**src/rtl/sequenciador_multiciclo_if.sv**
```systemverilog
// rtl/sequenciador_multiciclo_if.sv - control/enable bundle between the sequencer and the datapath
// master: the sequencer; slave: the datapath/Controle side that feeds it.
interface sequenciador_multiciclo_if #(
  parameter int CNT_W = 16
);
  logic             run;
  logic             step;
  logic             mem_read_in;
  logic             mem_write_in;
  logic             reg_write_in;
  logic             branch_taken_in;
  logic             mem_ready;
  logic             ir_we;
  logic             reg_we;
  logic             ram_re;
  logic             ram_we;
  logic             pc_we;
  logic             pc_sel;
  logic             busy;
  logic             fault;
  logic [2:0]       state;
  logic [CNT_W-1:0] instr_count;

  modport master (
    input  run, step, mem_read_in, mem_write_in, reg_write_in, branch_taken_in, mem_ready,
    output ir_we, reg_we, ram_re, ram_we, pc_we, pc_sel, busy, fault, state, instr_count
  );

  modport slave (
    output run, step, mem_read_in, mem_write_in, reg_write_in, branch_taken_in, mem_ready,
    input  ir_we, reg_we, ram_re, ram_we, pc_we, pc_sel, busy, fault, state, instr_count
  );
endinterface

```
**src/rtl/sequenciador_multiciclo.sv**
```systemverilog
// rtl/sequenciador_multiciclo.sv - multi-cycle FETCH/DECODE/EXEC/MEM/WB sequencer for the accumulator CPU
// Define SEQ_MEM_TIMEOUT_EN to enable the MEM wait-state timeout and the sticky FAULT state.
module sequenciador_multiciclo #(
  parameter int WAIT_MAX = 15,
  parameter int CNT_W    = 16
) (
  input  logic clk,
  input  logic reset,
  sequenciador_multiciclo_if.master bus
);
  typedef enum logic [2:0] {
    S_IDLE   = 3'd0,
    S_FETCH  = 3'd1,
    S_DECODE = 3'd2,
    S_EXEC   = 3'd3,
    S_MEM    = 3'd4,
    S_WB     = 3'd5,
    S_FAULT  = 3'd6
  } state_t;

  state_t           state_q;
  logic [CNT_W-1:0] cnt_q;
  logic             busy_q;
  logic             fault_q;

`ifdef SEQ_MEM_TIMEOUT_EN
  localparam int WW = (WAIT_MAX < 1) ? 1 : $clog2(WAIT_MAX + 1);
  logic [WW-1:0] wait_cnt;
`endif

  always_ff @(posedge clk) begin
    if (!reset) begin
      state_q <= S_IDLE;
      cnt_q   <= '0;
      busy_q  <= 1'b0;
      fault_q <= 1'b0;
`ifdef SEQ_MEM_TIMEOUT_EN
      wait_cnt <= '0;
`endif
    end else begin
      case (state_q)
        S_IDLE: begin
          if (bus.run || bus.step) begin
            state_q <= S_FETCH;
            busy_q  <= 1'b1;
          end
        end
        S_FETCH:  state_q <= S_DECODE;
        S_DECODE: state_q <= S_EXEC;
        S_EXEC: begin
          if (bus.mem_read_in || bus.mem_write_in) begin
            state_q <= S_MEM;
`ifdef SEQ_MEM_TIMEOUT_EN
            wait_cnt <= '0;
`endif
          end else begin
            state_q <= S_WB;
          end
        end
        S_MEM: begin
          if (bus.mem_ready) begin
            state_q <= S_WB;
`ifdef SEQ_MEM_TIMEOUT_EN
          end else if (wait_cnt == WW'(WAIT_MAX)) begin
            state_q <= S_FAULT;
            busy_q  <= 1'b0;
            fault_q <= 1'b1;
          end else begin
            wait_cnt <= wait_cnt + 1'b1;
`endif
          end
        end
        S_WB: begin
          cnt_q <= cnt_q + 1'b1;
          // Back-to-back issue while running: no IDLE bubble between instructions.
          if (bus.run) begin
            state_q <= S_FETCH;
          end else begin
            state_q <= S_IDLE;
            busy_q  <= 1'b0;
          end
        end
        S_FAULT: state_q <= S_FAULT;
        default: begin
          state_q <= S_IDLE;
          busy_q  <= 1'b0;
        end
      endcase
    end
  end

  // Enables are gated by reset so a pending RAM write is dropped in the reset cycle.
  always_comb begin
    bus.ir_we  = reset && (state_q == S_FETCH);
    bus.ram_re = reset && (state_q == S_MEM) && bus.mem_read_in;
    bus.ram_we = reset && (state_q == S_MEM) && bus.mem_write_in && bus.mem_ready;
    bus.reg_we = reset && (state_q == S_WB) && bus.reg_write_in;
    bus.pc_we  = reset && (state_q == S_WB);
    bus.pc_sel = reset && (state_q == S_WB) && bus.branch_taken_in;
  end

  assign bus.state       = state_q;
  assign bus.busy        = busy_q;
  assign bus.fault       = fault_q;
  assign bus.instr_count = cnt_q;
endmodule
```
**src/flat_wrapper.sv**
```systemverilog
// flat-port wrapper written by rule: the top's interface ports become plain ports
module sequenciador_multiciclo_flat 
#(
  parameter int WAIT_MAX = 15,
  parameter int CNT_W    = 16
)
  (clk, reset, bus_run, bus_step, bus_mem_read_in, bus_mem_write_in, bus_reg_write_in, bus_branch_taken_in, bus_mem_ready, bus_ir_we, bus_reg_we, bus_ram_re, bus_ram_we, bus_pc_we, bus_pc_sel, bus_busy, bus_fault, bus_state, bus_instr_count);
  sequenciador_multiciclo_if #(.CNT_W(CNT_W)) bus_i ();
  input  logic clk;
  input  logic reset;
  input wire logic [$bits(bus_i.run)-1:0] bus_run;
  input wire logic [$bits(bus_i.step)-1:0] bus_step;
  input wire logic [$bits(bus_i.mem_read_in)-1:0] bus_mem_read_in;
  input wire logic [$bits(bus_i.mem_write_in)-1:0] bus_mem_write_in;
  input wire logic [$bits(bus_i.reg_write_in)-1:0] bus_reg_write_in;
  input wire logic [$bits(bus_i.branch_taken_in)-1:0] bus_branch_taken_in;
  input wire logic [$bits(bus_i.mem_ready)-1:0] bus_mem_ready;
  output wire logic [$bits(bus_i.ir_we)-1:0] bus_ir_we;
  output wire logic [$bits(bus_i.reg_we)-1:0] bus_reg_we;
  output wire logic [$bits(bus_i.ram_re)-1:0] bus_ram_re;
  output wire logic [$bits(bus_i.ram_we)-1:0] bus_ram_we;
  output wire logic [$bits(bus_i.pc_we)-1:0] bus_pc_we;
  output wire logic [$bits(bus_i.pc_sel)-1:0] bus_pc_sel;
  output wire logic [$bits(bus_i.busy)-1:0] bus_busy;
  output wire logic [$bits(bus_i.fault)-1:0] bus_fault;
  output wire logic [$bits(bus_i.state)-1:0] bus_state;
  output wire logic [$bits(bus_i.instr_count)-1:0] bus_instr_count;
  assign bus_i.run = bus_run;
  assign bus_i.step = bus_step;
  assign bus_i.mem_read_in = bus_mem_read_in;
  assign bus_i.mem_write_in = bus_mem_write_in;
  assign bus_i.reg_write_in = bus_reg_write_in;
  assign bus_i.branch_taken_in = bus_branch_taken_in;
  assign bus_i.mem_ready = bus_mem_ready;
  assign bus_ir_we = bus_i.ir_we;
  assign bus_reg_we = bus_i.reg_we;
  assign bus_ram_re = bus_i.ram_re;
  assign bus_ram_we = bus_i.ram_we;
  assign bus_pc_we = bus_i.pc_we;
  assign bus_pc_sel = bus_i.pc_sel;
  assign bus_busy = bus_i.busy;
  assign bus_fault = bus_i.fault;
  assign bus_state = bus_i.state;
  assign bus_instr_count = bus_i.instr_count;
  sequenciador_multiciclo #(.WAIT_MAX(WAIT_MAX), .CNT_W(CNT_W)) u_core (.clk(clk), .reset(reset), .bus(bus_i));
endmodule
```
**config.mk**
```make
export PLATFORM = sky130hd
export DESIGN_NAME = sequenciador_multiciclo_flat
export DESIGN_NICKNAME = d
export VERILOG_FILES = /design/src/rtl/sequenciador_multiciclo_if.sv /design/src/rtl/sequenciador_multiciclo.sv /design/src/flat_wrapper.sv
export SDC_FILE = /design/constraint.sdc
export NUM_CORES = 1
export LEC_CHECK = 0
export CAP_MARGIN = 5
export CORE_MARGIN = 1.5
export CORE_UTILIZATION = 30
export DETAILED_ROUTE_END_ITERATION = 8
export HOLD_SLACK_MARGIN = 0.15
export PLACE_DENSITY_LB_ADDON = 0.25
export SLEW_MARGIN = 20
export SYNTH_ARGS = -nofsm -noshare
export SYNTH_HDL_FRONTEND = slang
export SYNTH_SLANG_ARGS = --single-unit
```
**constraint.sdc**
```tcl
create_clock -name clk -period 2.5 [get_ports clk]
set_input_delay 0.5 -clock clk [delete_from_list [all_inputs] [get_ports clk]]
set_output_delay 0.5 -clock clk [all_outputs]
set_load 0.02 [all_outputs]
```
==> results.md, run 1 <==
- Adder-Cell Fraction of Synth Area: 2.387%
- Post-Syn Area per Cell: 8.256 um2
- Outcome: completed
- Overall routed net length: about 2600 um
- Main combinational cell family by area after synthesis: simple AND/OR/NAND/NOR gates
- Fmax: 416.8 MHz
- Longest Clk Path Bufs: 2
- Layout cells sized above 1: between 10% and 20%
- NumNets Final: 177
- Overall Power: 0.7638 mW
- Global-route wire length before repair: 4409 um
- Final Cycle Share: a little over nine tenths
- Crit path kind: in -> out
- Final critical-path required period: ~2400 ps
- Fin cells: 211
- Critical-path maximum fanout: 3
- 1st-iter DRT viols: 29
- Synth unique cells: 37
- CP Cell Sequence: clkdlybuf4s50_1, inv_1, buf_4, nor2_1, clkdlybuf4s50_1
- Dpl cells: 207
- Final hold slack: 506.9 ps
- Max Slew Vio Count: 0
- Slowest cell on crit path: clkdlybuf4s50_1
- CTS Sinks: 20
- Sequential area share after synthesis: 38.19%
- DRC: 0
- Power density over the cells: 505.3 nW/um2
- Netlist Area Pre-Place: 1049 um2
- Tot GR Track Use: between 10% and 20%
- Yosys reg bits: 20
- Cell mode on critical path: clkdlybuf4s50_1
- Reg-to-Reg Start: u_core.bus.instr_count[0]
- # fillers: 356
- Dpl hpwl: 1869 um
- Hold WC Path Type: reg -> reg
- # IOs: 36
- Worst r2r dst: u_core.bus.instr_count[12]
- H-tree depth: 1
- Post-Synth XOR/XNOR Area: 8.353%
- Wire per inst: 12.18 um
- Yosys warns: 0
- CORE AREA: 3337 um2
- Worst path max stage delay: between 600 and 700 ps
- Initial core utilization: 31.42%
- Vias per Instance: 4.829
- GP Congestion: 0.8239
- Hold-critical path depth: 2
- WP depth: 5
- Worst R2R Setup Slack: 700 ps
- DRT antenna net count: 0
- RSZ-0062 raised after global routing: no
- Critical Path RT: roughly 2000 ps
- Reg2Reg Depth: 5
- Pin count of the biggest net entering global routing: 15
- CTS tree: yes
- Root Driver: clkbuf_4
- Worst-Skew Late Latency: 320 ps
- Hold path start: u_core.bus.instr_count[15]
- Die X-Extent: 62.12 um
- Vias in the first global route: 985
- Final core occ: between 40% and 50%
- Net Count, Synth: 138
- Clock Pin Slew Worst Setup and Hold Paths: 130 ps
- Congestion Overflow GR: 0
- CP delay by family, top: buffers and inverters
- Critical Path AT: around 1900 ps
- VDD IR max: 0.1977 mV
- WP buf/inv: 4
- Max_cap viols: 0
- Mapped Cells: 127
- Crit end category: output port
- DR pass1 iterations: 4
- Multiplexer share of the synthesized area: 0.9547%
- Final Hold Violating Endpoints: 0
- Initial antenna violation count: 0
- CP startpoint: reset
- Simple-gate portion of the synthesized area: 34.61%
- Worst setup SP type: input port
- Row Count: 21
- Via count: roughly 1.0k
- Die Height: 62.12 um
- Worst hold endpoint: u_core.bus.instr_count[15]
- Die Footprint: 3859 um2
- Setup Skew: 12.96 ps
- CTS Buf Count: 3
- Cts hold-fix bufs: 0
- Area grow syn2layout: 44.15%
- Buffers on Ports: 34
- Final setup viols: 0
- Compound-gate portion of the synthesized area: 9.785%
- Leakage power: 0.5773 nW
- Number of antenna diodes: 0
where the power goes:
part	switching, mW	internal [mW]
combinational	0.0640	0.0686
sequential	0.0238	0.331
clock	0.114	0.162
kinds of logic after synthesis:
kind of cell | Yosys count
AO/OA/AOI/OAI | 17
flip-flops | 20
other | 1
buffers and inverters | 12
adder cells (fa/ha/maj) | 2
XOR/XNOR | 10
multiplexers | 1
AND/OR/NAND/NOR | 64
layer usage:
layer  vias to the layer above  GRT usage (%)  wire length [um]
li1                        523              -                 -
met1                       463          17.06              1244
met5                         -              0                 0
met4                         0          5.833                46
met2                        28          23.64              1149
met3                         5          2.717               130
layout by cell type, fill, tap and decap left out, types with 2 or more instances in the layout:
| master | count |
|---|---|
| dfxtp_1 | 19 |
| nor3_1 | 5 |
| o21ai_0 | 3 |
| clkdlybuf4s50_1 | 31 |
| xor2_1 | 6 |
| a2111oi_0 | 2 |
| nor4_1 | 4 |
| a21oi_1 | 9 |
| nand4_1 | 5 |
| or3_1 | 2 |
| ha_1 | 2 |
| buf_4 | 7 |
| nand2_1 | 9 |
| xnor2_1 | 4 |
| nand3_1 | 5 |
| dlygate4sd2_1 | 3 |
| clkbuf_4 | 3 |
| nor2_1 | 18 |
| and3_1 | 3 |
| inv_1 | 5 |
flip-flops by register name, indices dropped and copies added, names as in the netlist:
name,flops
u_core.bus.busy,1
u_core.bus.instr_count,16
u_core.bus.state,3
synth_stat cells:
cell	n	area share (%)
a2111oi_0	2	1.7
a21oi_1	9	4.3
a221oi_1	1	0.84
and2_1	1	0.60
and3_1	3	1.8
and3_2	1	0.72
and3b_1	1	0.84
and4_1	1	0.84
buf_1	1	0.36
buf_4	3	2.1
clkbuf_1	3	1.1
conb_1	1	0.36
dfxtp_1	20	38
ha_1	2	2.4
inv_1	5	1.8
mux2i_1	1	0.95
nand2_1	9	3.2
nand2b_1	1	0.60
nand3_1	5	2.4
nand3b_4	1	1.9
nand4_1	5	3.0
nand4_2	1	1.2
nor2_1	18	6.4
nor2b_1	1	0.60
nor3_1	5	2.4
nor3b_1	1	0.72
nor4_1	4	2.4
o21ai_0	3	1.4
o21bai_1	1	0.72
o41ai_1	1	0.84
or2_2	1	0.60
or3_1	2	1.2
or3_4	1	1.1
or3b_1	1	0.84
or4b_4	1	1.3
xnor2_1	4	3.3
xor2_1	6	5.0
timing repair:
item	4_1_cts	5_1_grt
endpoints found under the setup margin	3	0
resized for setup	4	0
endpoints found under the hold margin	0	0
setup buffers	0	0
tightest hold or removal path: stages, from the launching register on:
cell and delay (ps):
dfxtp_1 340, o21ai_0 80, a21oi_1 60
how the worst max path moves through the flow:
stage / slack, ps / endpoint
6_report: 100 / bus_pc_we
5_1_grt: 40 / bus_reg_we
4_1_cts: 70 / bus_pc_we
3_5_place_dp: -60 / bus_ram_re
3_3_place_gp: -50 / bus_ram_we
2_1_floorplan: 550 / bus_ir_we
per-stage QoR:
stage	setup slack, ps	setup TNS (ps)	instance area [um2]
after floorplan	549.3	0	1049
after global placement	-50.13	-94.68	1461
after detailed placement	-60.39	-130.5	1461
after CTS	73.36	0	1511
after global routing	38.40	0	1511
final	101.0	0	1511
final cells by class:
cell class	count	area, um2	area share, %
sequential	20	401.6	26.57
inverter	5	18.77	1.242
clock buffer	3	22.52	1.490
clock inverter	1	30.03	1.987
timing repair buffer	41	389.1	25.75
tap	46	57.56	3.808
multi-input combinational	95	591.8	39.16
No activity file was read; power rests on OpenSTA's default activity.
==> run 2, diff against run 1 <==
CAP_MARGIN = not set   (was 5)
CTS_CLUSTER_DIAMETER = 50   (was not set)
==> results of run 2 <==
Final layout, timing and power as in run 1 (identical DEF).
